File: src/rtl/uart_sched_pkg.sv
// Shared types and constants for the UART frame scheduler.
package uart_sched_pkg;

  typedef enum logic [3:0] {
    ST_IDLE,
    ST_HDR0,
    ST_HDR1,
    ST_ID,
    ST_LEN,
    ST_PAY,
    ST_CKS,
    ST_SEND,
    ST_WAIT
  } state_e;

  localparam logic [7:0] HDR0_BYTE   = 8'hAA;
  localparam logic [7:0] HDR1_BYTE   = 8'h55;
  localparam int         ID_W        = 3;
  localparam int         FRAME_CNT_W = 16;

endpackage

File: src/rtl/rr_arbiter.sv
// Round-robin requester picker. The pointer holds the first index searched and
// advances past the source whose frame just completed.
module rr_arbiter
  import uart_sched_pkg::*;
#(
  parameter int N_SRC = 2
) (
  input  logic             clk,
  input  logic             rst_n,
  input  logic [N_SRC-1:0] req,
  input  logic             upd,
  input  logic [ID_W-1:0]  upd_idx,
  output logic [N_SRC-1:0] gnt,
  output logic [ID_W-1:0]  gnt_idx
);

  logic [ID_W-1:0] ptr;
  logic            found;
  int              j;

  always_ff @(posedge clk) begin
    if (!rst_n) begin
      ptr <= '0;
    end else if (upd) begin
      ptr <= (upd_idx == ID_W'(N_SRC - 1)) ? '0 : upd_idx + 1'b1;
    end
  end

  always_comb begin
    gnt     = '0;
    gnt_idx = '0;
    found   = 1'b0;
    j       = 0;
    for (int k = 0; k < N_SRC; k++) begin
      j = int'(ptr) + k;
      if (j >= N_SRC) j = j - N_SRC;
      for (int i = 0; i < N_SRC; i++) begin
        if (!found && (i == j) && req[i]) begin
          found   = 1'b1;
          gnt[i]  = 1'b1;
          gnt_idx = ID_W'(i);
        end
      end
    end
  end

endmodule

File: src/rtl/uart_frame_sched.sv
// Shares the UART upload FIFO among N_SRC sources, one framed packet at a time.
// Define UART_SCHED_CKSUM_EN to append the XOR checksum byte to every frame.
//
// state | meaning
// IDLE  | wait for uart_rdy and any request, then grant the RR winner
// HDR0  | write 0xAA
// HDR1  | write 0x55
// ID    | write source index
// LEN   | write clamped payload length
// PAY   | stream payload bytes from the granted source
// CKS   | write XOR of ID, LEN and payload
// SEND  | one-cycle uart_send pulse
// WAIT  | hold grant until uart_send_done
module uart_frame_sched
  import uart_sched_pkg::*;
#(
  parameter int N_SRC   = 2,
  parameter int MAX_LEN = 64
) (
  input  logic                   clk_50m,
  input  logic                   rst_n,
  input  logic [N_SRC-1:0]       req,
  input  logic [8*N_SRC-1:0]     req_len,
  input  logic [8*N_SRC-1:0]     pl_data,
  output logic [N_SRC-1:0]       grant,
  output logic                   pl_rd,
  output logic [N_SRC-1:0]       src_done,
  output logic [7:0]             wFIFO_idata,
  output logic                   wFIFO_wrreq,
  input  logic                   wFIFO_full,
  output logic                   uart_send,
  input  logic                   uart_send_done,
  input  logic                   uart_rdy,
  output logic                   len_err,
  output logic [FRAME_CNT_W-1:0] frame_cnt
);

`ifdef UART_SCHED_CKSUM_EN
  localparam state_e ST_TAIL = ST_CKS;
`else
  localparam state_e ST_TAIL = ST_SEND;
`endif

  state_e           state, state_nxt;
  logic [N_SRC-1:0] arb_gnt;
  logic [ID_W-1:0]  arb_idx, idx;
  logic [7:0]       len, cnt, req_len_sel, len_clamp, pl_byte;
  logic             clamp, start, frame_end;

  assign start     = (state == ST_IDLE) && uart_rdy && (|req);
  assign frame_end = (state == ST_WAIT) && uart_send_done;

  rr_arbiter #(.N_SRC(N_SRC)) u_arb (
    .clk     (clk_50m),
    .rst_n   (rst_n),
    .req     (req),
    .upd     (frame_end),
    .upd_idx (idx),
    .gnt     (arb_gnt),
    .gnt_idx (arb_idx)
  );

  always_comb begin
    req_len_sel = '0;
    pl_byte     = '0;
    for (int i = 0; i < N_SRC; i++) begin
      if (arb_idx == ID_W'(i)) req_len_sel = req_len[8*i +: 8];
      if (idx == ID_W'(i))     pl_byte     = pl_data[8*i +: 8];
    end
  end

  assign clamp     = req_len_sel > 8'(MAX_LEN);
  assign len_clamp = clamp ? 8'(MAX_LEN) : req_len_sel;

  always_ff @(posedge clk_50m) begin
    if (!rst_n) state <= ST_IDLE;
    else        state <= state_nxt;
  end

`ifdef UART_SCHED_CKSUM_EN
  logic [7:0] cks;

  always_ff @(posedge clk_50m) begin
    if (!rst_n) begin
      cks <= '0;
    end else if (start) begin
      cks <= 8'(arb_idx) ^ len_clamp;
    end else if (state == ST_PAY && wFIFO_wrreq) begin
      cks <= cks ^ pl_byte;
    end
  end
`endif

  always_comb begin
    state_nxt   = state;
    wFIFO_wrreq = 1'b0;
    wFIFO_idata = '0;
    pl_rd       = 1'b0;
    uart_send   = 1'b0;
    case (state)
      ST_IDLE: if (start) state_nxt = ST_HDR0;
      ST_HDR0: begin
        wFIFO_idata = HDR0_BYTE;
        wFIFO_wrreq = !wFIFO_full;
        if (!wFIFO_full) state_nxt = ST_HDR1;
      end
      ST_HDR1: begin
        wFIFO_idata = HDR1_BYTE;
        wFIFO_wrreq = !wFIFO_full;
        if (!wFIFO_full) state_nxt = ST_ID;
      end
      ST_ID: begin
        wFIFO_idata = 8'(idx);
        wFIFO_wrreq = !wFIFO_full;
        if (!wFIFO_full) state_nxt = ST_LEN;
      end
      ST_LEN: begin
        wFIFO_idata = len;
        wFIFO_wrreq = !wFIFO_full;
        if (!wFIFO_full) state_nxt = (len == 8'd0) ? ST_TAIL : ST_PAY;
      end
      ST_PAY: begin
        wFIFO_idata = pl_byte;
        wFIFO_wrreq = !wFIFO_full;
        pl_rd       = !wFIFO_full;
        if (!wFIFO_full && cnt == 8'd1) state_nxt = ST_TAIL;
      end
`ifdef UART_SCHED_CKSUM_EN
      ST_CKS: begin
        wFIFO_idata = cks;
        wFIFO_wrreq = !wFIFO_full;
        if (!wFIFO_full) state_nxt = ST_SEND;
      end
`endif
      ST_SEND: begin
        uart_send = 1'b1;
        state_nxt = ST_WAIT;
      end
      ST_WAIT: if (uart_send_done) state_nxt = ST_IDLE;
      default: state_nxt = ST_IDLE;
    endcase
  end

  always_ff @(posedge clk_50m) begin
    if (!rst_n) begin
      grant     <= '0;
      idx       <= '0;
      len       <= '0;
      cnt       <= '0;
      src_done  <= '0;
      len_err   <= 1'b0;
      frame_cnt <= '0;
    end else begin
      src_done <= '0;
      if (start) begin
        grant <= arb_gnt;
        idx   <= arb_idx;
        len   <= len_clamp;
        cnt   <= len_clamp;
        if (clamp) len_err <= 1'b1;
      end
      if (state == ST_PAY && wFIFO_wrreq) cnt <= cnt - 1'b1;
      if (frame_end) begin
        src_done  <= grant;
        grant     <= '0;
        frame_cnt <= frame_cnt + 1'b1;
      end
    end
  end

endmodule

File: config.mk
export PLATFORM = sky130hd
export DESIGN_NAME = uart_frame_sched
export DESIGN_NICKNAME = d
export VERILOG_FILES = /design/src/rtl/uart_sched_pkg.sv /design/src/rtl/rr_arbiter.sv /design/src/rtl/uart_frame_sched.sv
export SDC_FILE = /design/constraint.sdc
export NUM_CORES = 1
export LEC_CHECK = 0
export CORE_AREA = 10 10 84 86
export DETAILED_ROUTE_END_ITERATION = 6
export DIE_AREA = 0 0 94 96
export HOLD_SLACK_MARGIN = 0.15
export PLACE_DENSITY = 0.85
export SKIP_CTS_REPAIR_TIMING = 1
export SYNTH_ARGS = -nofsm -noshare
export SYNTH_HDL_FRONTEND = slang
export SYNTH_HIERARCHICAL = 1
export SYNTH_SLANG_ARGS = --single-unit
File: constraint.sdc
create_clock -name clk_50m -period 9.9 [get_ports clk_50m]
set_input_delay 2.475 -clock clk_50m [delete_from_list [all_inputs] [get_ports clk_50m]]
set_output_delay 2.475 -clock clk_50m [all_outputs]
set_load 0.005 [all_outputs]
==> flow_metrics.py, run 1 <==
metrics = {
    "synth": {
        "primary_ff_master_synth": "sky130_fd_sc_hd__dfxtp_1",
        "post_synth_num_cell_types": 59,
        "yosys_warnings": 6,
        "asyncSetResetFlopFracSynth_pct": 0,
        "netlist_instances": 360,
        "synth-seq-cells": 47,
        "synth-edff-count": 0,
        "syn-cell-area_um2": 2840,
        "yosysSeqAreaShare_pct": 33.2,
        "syn-mean-instance-area_um2": 7.88,
    },
    "clock_tree": {
        "worstSkewPairLatency_ns": 0.30,
        "htree_num_levels": 2,
        "clkSinkCount": 47,
        "clock_pin_slew_on_the_worst_setup_and_hold_paths_ns": 0.08,
        "clockRootBuffer": "sky130_fd_sc_hd__clkbuf_8",
        "tritoncts_buffers": 5,
        "clock_tree.buffer_depth": 2,
        "clock_tree_from_tritoncts": "yes",
    },
    "finish": {
        "seqCellArea_um2": 941,
        "area_taken_by_multi_input_logic_gates_um2": 1740,
        "top_library_cells_by_usage_in_the_layout_fill_and_taps_aside": "sky130_fd_sc_hd__clkdlybuf4s50_1 (70), sky130_fd_sc_hd__dfxtp_1 (47), sky130_fd_sc_hd__nand2_1 (38), sky130_fd_sc_hd__a21oi_1 (30), sky130_fd_sc_hd__nor2_1 (24)",
        "antenna_cells_inserted": 0,
        "post_layout_nonfiller_instances": 490,
        "area_growth_syn_to_layout_pct": 28.4,
        "final_net_count": 467,
        "final_common_cell": "sky130_fd_sc_hd__clkdlybuf4s50_1",
        "final_core_util_pct": 67.4,
        "final.fill_count": 456,
        "drive_above_1_share_pct": 4.07,
    },
    "timing": {
        "postLayoutSetupSlackWorst_ns": 3.47,
        "unrepaired_setup_endpoints_after_global_routing": "no",
        "finalCriticalPeriod_ns": 6.43,
        "worst_clock_skew_ns": 0.00705,
        "clock.fmax_mhz": 155,
        "final_min_period_over_clock_period_pct": 65.0,
        "timing.setup.tns_ns": 0,
        "hold_viol": 0,
        "setup-violations-final": 0,
        "final-max-slew-violation-count": 0,
        "slew_headroom_pct": 18.6,
        "actual_slew_at_the_worst_max_slew_pin_ns": 1.22,
    },
    "global_route": {
        "grt_pass1_wl_um": 12600,
        "maximum_number_of_pins_on_one_net_before_global_route_repair": 22,
        "track_usage_pct": 17.1,
        "first_global_vias": 2621,
        "grt-ovfl-total": 0,
        "antenna_found_initial": 0,
    },
    "worst_setup_path": {
        "startpoint_type": "primary input",
        "end_kind": "primary output",
        "cp_max_stage_cell": "sky130_fd_sc_hd__clkdlybuf4s50_1",
        "critical-path-top-cell-by-count": "sky130_fd_sc_hd__clkdlybuf4s50_1",
        "crit_buf_inv": 2,
        "timing_worst_setup_path_type": "primary input to primary output",
        "critical_path_peak_fanout": 1,
        "timing.critical_path.cells": "clkdlybuf4s50_1 -> a221oi_1 -> o31a_1 -> nor2_1 -> clkdlybuf4s50_1",
        "critical-path-top-delay-family": "buffers and inverters",
        "worst-endpoint-required_ns": 7.43,
        "worstPathArrival_ns": 3.96,
        "max_stage_delay_ns": 0.52,
    },
    "die": {
        "io_pins": 71,
        "die_width_um": 94,
        "total_core_area_um2": 5410,
        "placement_rows": 27,
        "die_height_um": 96,
        "die-area_um2": 9020,
        "start_util_pct": 52.5,
    },
    "routing": {
        "number_of_routed_nets_with_antenna_violations": 0,
        "detailedRoute.firstIterationViolations": 281,
        "vias_per_cell": 5.96,
        "drt_wl_cell_um": 16.0,
        "drtPass1Iterations": 5,
        "wl_um": 7860,
        "dr_total_vias": 2921,
        "post-route-drc-count": 0,
    },
    "place": {
        "dpl.hpwl_um": 6150,
        "gp_congestion": 0.837,
        "post-place-cells": 483,
        "buffer_ports.inserted": 70,
        "post-place-ws_ns": 3.46,
    },
    "run": {
        "cap_viol_max_count": 0,
    },
    "power": {
        "maximum_vdd_drop_v": 0.0000572,
        "total_leakage_power_nw": 1.26,
        "power_density_nw_per_um2": 109,
    },
    "worst_hold_path": {
        "hold_path_class": "flop to flop",
    },
    "outcome": {
        "status": "finished, final reports clean",
    },
}
-- sequential cells by signal, summed over array words and instances (netlist names) --
| name | cells |
|---|---|
| u_arb/ptr | 3 |
| len | 8 |
| frame_cnt | 16 |
| idx | 3 |
| grant | 2 |
| state | 4 |
| src_done | 2 |
| len_err | 1 |
| cnt | 8 |
-- power by group --
group | internal [mW] | total, mW | switching, mW
combinational | 0.0376 | 0.0753 | 0.0377
clock | 0.0549 | 0.118 | 0.0635
sequential | 0.194 | 0.202 | 0.00825
-- cells in the mapped netlist (all sizes together) (8+ instances only) --
library cell   n  area (um^2)
a21oi         30          150
a22oi          8         60.1
clkbuf        18         67.6
dfxtp         47          941
ha            10          125
inv           16         60.1
mux2i          8         80.1
nand2         38          143
nand3         16         80.1
nor2          24         90.1
nor3          15         75.1
o21ai         16         91.3
or3           11         68.8
xnor2          8         70.1
-- final cells by class --
type,instances,share of cell area (%)
clock buffers,6,2.27
flip-flops and latches,47,25.8
well taps,72,2.47
multi-input cells,275,47.9
inverters,17,1.75
clock inverters,1,0.137
repair buffers,72,19.7
-- worst paths after layout --
path	from	endpoint	slack [ns]	cells past startpoint
setup / recovery	pl_data[6]	wFIFO_idata[6]	3.47	5
hold / removal	grant[0]	grant[0]	0.47	2
setup reg to reg	u_arb/ptr[0]	len[1]	6.29	12
hold reg to reg	grant[0]	grant[0]	0.47	2
-- worst reg2reg max path, stage by stage (launching register included) --
cell and delay, ns:
sky130_fd_sc_hd__dfxtp_1 0.46, sky130_fd_sc_hd__inv_1 0.12, sky130_fd_sc_hd__ha_1 0.37, sky130_fd_sc_hd__ha_1 0.21, sky130_fd_sc_hd__ha_1 0.31, sky130_fd_sc_hd__nand3_1 0.07, sky130_fd_sc_hd__o21ai_0 0.17, sky130_fd_sc_hd__a211o_1 0.18
sky130_fd_sc_hd__o2111a_1 0.48, sky130_fd_sc_hd__or3b_2 0.51, sky130_fd_sc_hd__nand3_1 0.25, sky130_fd_sc_hd__nand4_1 0.23, sky130_fd_sc_hd__a21oi_1 0.18
-- through the flow --
stage / hold WS [ns] / instance area [um^2] / power, mW
2_1_floorplan: 0.437 / 2840 / 0.246
3_3_place_gp: 0.456 / 3550 / 0.279
3_5_place_dp: 0.462 / 3550 / 0.280
4_1_cts: 0.473 / 3640 / 0.394
5_1_grt: 0.498 / 3640 / 0.413
6_report: 0.473 / 3640 / 0.396
-- cell families after synthesis --
group / share of synthesized area (%)
xor gates and xnor gates: 2.78
adders and majority gates: 4.41
buffers and inverters: 5.47
and+or+nand+nor: 28.1
other: 0.132
DFF: 33.2
muxes: 3.62
AOI/OAI and AO/OA: 22.3
-- routing by layer --
layer | up-vias | part of all wire, % | global-route usage [%]
met5 | - | 0 | 0
met1 | 1326 | 45 | 21.9
met2 | 137 | 44 | 27.4
li1 | 1444 | - | -
met4 | 0 | 1.6 | 5.06
met3 | 14 | 9.5 | 4.82
Power figures use the tool's default switching activity.
==> inputs of run 2 (changes only) <==
Settings changed: CORE_AREA 10 10 84 86 to 10 10 87 89, DIE_AREA 0 0 94 96 to 0 0 97 99, PLACE_DENSITY 0.85 to 0.79.
Clock period 9.9 ns to 6.39 ns, I/O delays scaled along.
==> run 2 against run 1 <==
Cell count grew 0.82%. Non-clock buffer count is the same. Total power grew 56%. Combinational power grew 54%. Via count grew 0.27%. Routed wire length grew 0.92%. Critical endpoint unchanged.
==> flow_metrics.py, run 2 (synthesized netlist as in run 1, its figures left out) <==
metrics = {
    "timing": {
        "setup-violations-final": 0,
        "hold_viol": 0,
        "finalCriticalPeriod_ns": 4.67,
        "clock.fmax_mhz": 214,
        "unrepaired_setup_endpoints_after_global_routing": "no",
        "actual_slew_at_the_worst_max_slew_pin_ns": 1.14,
        "timing.setup.tns_ns": 0,
        "final-max-slew-violation-count": 0,
        "slew_headroom_pct": 23.8,
        "worst_clock_skew_ns": 0.0112,
        "final_min_period_over_clock_period_pct": 73.1,
    },
    "routing": {
        "detailedRoute.firstIterationViolations": 141,
        "drtPass1Iterations": 4,
        "number_of_routed_nets_with_antenna_violations": 0,
        "wl_um": 7940,
        "drt_wl_cell_um": 16.1,
        "post-route-drc-count": 0,
        "dr_total_vias": 2929,
        "vias_per_cell": 5.93,
    },
    "worst_setup_path": {
        "r2r_setup_slack_ns": 2.79,
        "critical_path_peak_fanout": 1,
        "critical_path.reg2reg.endpoint": "cnt[5]",
        "timing_worst_setup_path_type": "primary input to primary output",
        "worst-endpoint-required_ns": 4.79,
        "end_kind": "primary output",
        "startpoint_type": "primary input",
        "reg2regPathDepth": 12,
        "worstPathArrival_ns": 3.07,
        "worstReg2RegStart": "u_arb/ptr[0]",
    },
    "finish": {
        "stdcell_area_um2": 3650,
        "antenna_cells_inserted": 0,
        "drive_above_1_share_pct": 4.06,
        "area_growth_syn_to_layout_pct": 28.8,
        "final_common_cell": "sky130_fd_sc_hd__clkdlybuf4s50_1",
        "final_net_count": 467,
        "reg_top3": "frame_cnt: 16 flops, cnt: 8 flops, len: 8 flops",
        "top_library_cells_by_usage_in_the_layout_fill_and_taps_aside": "sky130_fd_sc_hd__clkdlybuf4s50_1 (70), sky130_fd_sc_hd__dfxtp_1 (47), sky130_fd_sc_hd__nand2_1 (38), sky130_fd_sc_hd__a21oi_1 (30), sky130_fd_sc_hd__nor2_1 (24)",
        "largest_reg_flops": 16,
        "max_flop_register": "frame_cnt",
        "final.fill_count": 522,
    },
    "clock_tree": {
        "worstSkewPairLatency_ns": 0.30,
        "htree_num_levels": 2,
        "clock_tree.buffer_depth": 2,
        "tritoncts_buffers": 5,
        "clockRootBuffer": "sky130_fd_sc_hd__clkbuf_8",
        "clock_pin_slew_on_the_worst_setup_and_hold_paths_ns": 0.09,
        "clock_tree_from_tritoncts": "yes",
        "clkSinkCount": 47,
    },
    "worst_hold_path": {
        "hold_path_class": "flop to flop",
        "min_path_cells": 2,
        "worst_hold_startpoint": "grant[0]",
        "min_delay_worst_endpoint": "grant[0]",
    },
    "place": {
        "buffer_ports.inserted": 70,
        "dpl.hpwl_um": 6220,
        "gp_congestion": 0.840,
        "placed_cell_area_um2": 3560,
    },
    "global_route": {
        "grt_pass1_wl_um": 13400,
        "maximum_number_of_pins_on_one_net_before_global_route_repair": 22,
        "track_usage_pct": 16.1,
        "grt-ovfl-total": 0,
        "first_global_vias": 2757,
        "antenna_found_initial": 0,
    },
    "die": {
        "die-area_um2": 9600,
        "die_width_um": 97,
        "placement_rows": 28,
        "io_pins": 71,
        "total_core_area_um2": 5850,
        "start_util_pct": 48.5,
        "die_height_um": 99,
    },
    "power": {
        "power_density_nw_per_um2": 169,
        "total_leakage_power_nw": 1.26,
        "maximum_vdd_drop_v": 0.0000836,
    },
    "outcome": {
        "status": "finished, final reports clean",
    },
    "run": {
        "cap_viol_max_count": 0,
    },
}
run 2: cell count changes in the layout (fill, tap and decap cells not counted), sizes merged:
| cell | before | now |
|---|---|---|
| clkbuf | 6 | 7 |
run 2: stage by stage:
step	worst slack, ns	power (mW)	hold slack, ns	cells	utilization, %
2_1_floorplan	2.70	0.381	0.437	361	-
3_3_place_gp	1.75	0.432	0.455	486	60.8
3_5_place_dp	1.72	0.434	0.458	486	60.8
4_1_cts	1.71	0.620	0.470	494	62.4
5_1_grt	1.66	0.646	0.481	494	62.4
6_report	1.72	0.617	0.472	494	62.4
run 2: critical path: stages:
cell	delay [ns]
sky130_fd_sc_hd__clkdlybuf4s50_1	0.45
sky130_fd_sc_hd__a221oi_1	0.08
sky130_fd_sc_hd__o31a_1	0.34
sky130_fd_sc_hd__nor2_1	0.09
sky130_fd_sc_hd__clkdlybuf4s50_1	0.52
run 2: how the worst max path moves through the flow:
stage,from,end,slack [ns],cells past startpoint
floorplan,pl_data[3],wFIFO_idata[3],2.70,3
global placement,pl_data[14],wFIFO_idata[6],1.75,5
detailed placement,pl_data[14],wFIFO_idata[6],1.72,5
CTS,pl_data[14],wFIFO_idata[6],1.71,5
global route,wFIFO_full,pl_rd,1.66,4
finish,pl_data[14],wFIFO_idata[6],1.72,5
run 2: layout make-up:
class	instances	area (um^2)	area share (%)
Multi-Input combinational cell	275	1740	47.7
Clock inverter	1	8.76	0.240
Inverter	17	63.8	1.75
Clock buffer	7	86.3	2.36
Tap cell	75	93.8	2.57
Timing Repair Buffer	72	716	19.6
Sequential cell	47	941	25.8
run 2: where the power goes:
part / switching (mW) / internal, mW
combinational: 0.0575 / 0.0582
clock: 0.0997 / 0.0887
sequential: 0.0128 / 0.300
run 2: metal layers:
metal,track usage (%),share of wire (%),vias up
met3,4.33,7.0,8
li1,-,-,1446
met5,0,0,-
met1,20.1,44,1370
met4,3.97,0.97,0
met2,26.9,48,105
==> inputs of run 3 (changes only) <==
Clock period 6.39 ns to 4.5 ns, I/O delays scaled along.
==> run 3 against run 2 <==
Combinational power rose by 45%. Die area did not move. Register-to-register slack got worse by 1.9 ns. Clock-buffer cell count fell by 2. Core utilization rose by 0.13 points. Global-route usage barely moved. Largest cell class unchanged. Worst setup slack got worse by 1.1 ns. Routed wire length rose by 0.68%. Critical endpoint is now pl_rd. Sequential share of layout area fell by 0.053 points. First-iteration DRC count rose by 50%. Largest power group unchanged.
==> flow_metrics.py, run 3 (synthesized netlist as in run 1, its figures left out) <==
metrics = {
    "finish": {
        "largest_reg_flops": 16,
        "drive_above_1_share_pct": 4.75,
        "max_flop_register": "frame_cnt",
        "top_library_cells_by_usage_in_the_layout_fill_and_taps_aside": "sky130_fd_sc_hd__clkdlybuf4s50_1 (70), sky130_fd_sc_hd__dfxtp_1 (47), sky130_fd_sc_hd__nand2_1 (38), sky130_fd_sc_hd__a21oi_1 (30), sky130_fd_sc_hd__nor2_1 (24)",
        "reg_top3": "frame_cnt: 16 flops, cnt: 8 flops, len: 8 flops",
        "final.fill_count": 538,
        "antenna_cells_inserted": 0,
        "area_growth_syn_to_layout_pct": 29.1,
        "final_net_count": 469,
        "final_common_cell": "sky130_fd_sc_hd__clkdlybuf4s50_1",
    },
    "timing": {
        "slew_headroom_pct": 40.9,
        "setup-violations-final": 0,
        "clock.fmax_mhz": 257,
        "timing.setup.tns_ns": 0,
        "hold_viol": 0,
        "final_min_period_over_clock_period_pct": 86.5,
        "unrepaired_setup_endpoints_after_global_routing": "no",
        "actual_slew_at_the_worst_max_slew_pin_ns": 0.874,
        "worst_clock_skew_ns": 0.00426,
        "postLayoutSetupSlackWorst_ns": 0.606,
        "final-max-slew-violation-count": 0,
        "finalCriticalPeriod_ns": 3.89,
    },
    "worst_setup_path": {
        "startpoint_type": "flop",
        "worstPathArrival_ns": 2.77,
        "timing_worst_setup_path_type": "flop to primary output",
        "end_kind": "primary output",
        "timing.critical_path.cells": "nor4bb_1 -> nand2b_1 -> inv_1 -> clkdlybuf4s50_1",
        "critical_path_peak_fanout": 21,
        "cp_max_stage_cell": "sky130_fd_sc_hd__nor4bb_1",
        "max_stage_delay_ns": 0.85,
        "worst-endpoint-required_ns": 3.38,
    },
    "place": {
        "dpl.hpwl_um": 6140,
        "gp_congestion": 0.847,
        "post-place-ws_ns": 0.796,
        "buffer_ports.inserted": 70,
    },
    "clock_tree": {
        "clockRootBuffer": "sky130_fd_sc_hd__clkbuf_8",
        "htree_num_levels": 2,
        "worstSkewPairLatency_ns": 0.30,
        "tritoncts_buffers": 5,
        "clock_pin_slew_on_the_worst_setup_and_hold_paths_ns": 0.09,
        "clkSinkCount": 47,
        "clock_tree.buffer_depth": 2,
        "clock_tree_from_tritoncts": "yes",
    },
    "global_route": {
        "grt_pass1_wl_um": 13500,
        "antenna_found_initial": 0,
        "grt-ovfl-total": 0,
        "track_usage_pct": 16.1,
        "maximum_number_of_pins_on_one_net_before_global_route_repair": 36,
        "first_global_vias": 2786,
    },
    "die": {
        "total_core_area_um2": 5850,
        "die_width_um": 97,
        "die-area_um2": 9600,
        "placement_rows": 28,
        "die_height_um": 99,
        "start_util_pct": 48.5,
        "io_pins": 71,
    },
    "routing": {
        "drtPass1Iterations": 7,
        "number_of_routed_nets_with_antenna_violations": 0,
        "vias_per_cell": 5.99,
        "wl_um": 7990,
        "post-route-drc-count": 0,
        "dr_total_vias": 2972,
        "drt_wl_cell_um": 16.1,
        "detailedRoute.firstIterationViolations": 211,
    },
    "power": {
        "power_density_nw_per_um2": 237,
        "maximum_vdd_drop_v": 0.000135,
        "total_leakage_power_nw": 1.27,
    },
    "outcome": {
        "status": "finished, final reports clean",
    },
    "run": {
        "cap_viol_max_count": 0,
    },
    "worst_hold_path": {
        "hold_path_class": "flop to flop",
    },
}
[run 3: final cells by class]
| cell class | instances | area (um^2) | area share, % |
|---|---|---|---|
| well taps | 75 | 93.8 | 2.56 |
| flip-flops and latches | 47 | 941 | 25.7 |
| multi-input cells | 275 | 1740 | 47.6 |
| clock buffers | 5 | 68.8 | 1.88 |
| repair buffers | 74 | 731 | 20.0 |
| clock inverters | 3 | 18.8 | 0.513 |
| inverters | 17 | 63.8 | 1.74 |
[run 3: worst paths after layout]
path                start  endpoint  slack [ns]  cells after the start
max              state[0]     pl_rd        0.61                      4
min                len[1]    len[1]        0.47                      2
max reg2reg  u_arb/ptr[0]    cnt[1]        0.92                     12
min reg2reg        len[1]    len[1]        0.47                      2
[run 3: critical path, delay by kind of cell (launching register included)]
family	cells	cell delay, ns
and+or+nand+nor	2	1.11
buffers and inverters	2	0.60
DFF	1	0.75
[run 3: per-layer routing]
layer / track usage [%] / wire, um
met1: 20.2 / 3580
met2: 26.6 / 3710
met3: 4.19 / 591
met4: 4.31 / 114
met5: 0 / 0
[run 3: where the power goes]
group          switching, mW  total (mW)  internal (mW)
sequential            0.0186       0.445          0.426
combinational         0.0827       0.168         0.0848
clock                  0.146       0.255          0.110
[run 3: stage by stage]
step / hold slack (ns) / power (mW) / cell area [um^2] / utilization (%) / cells
2_1_floorplan: 0.437 / 0.541 / 2840 / - / 361
3_3_place_gp: 0.457 / 0.616 / 3570 / 61.1 / 488
3_5_place_dp: 0.461 / 0.620 / 3570 / 61.1 / 488
4_1_cts: 0.473 / 0.872 / 3660 / 62.6 / 496
5_1_grt: 0.488 / 0.912 / 3660 / 62.6 / 496
6_report: 0.475 / 0.867 / 3660 / 62.6 / 496
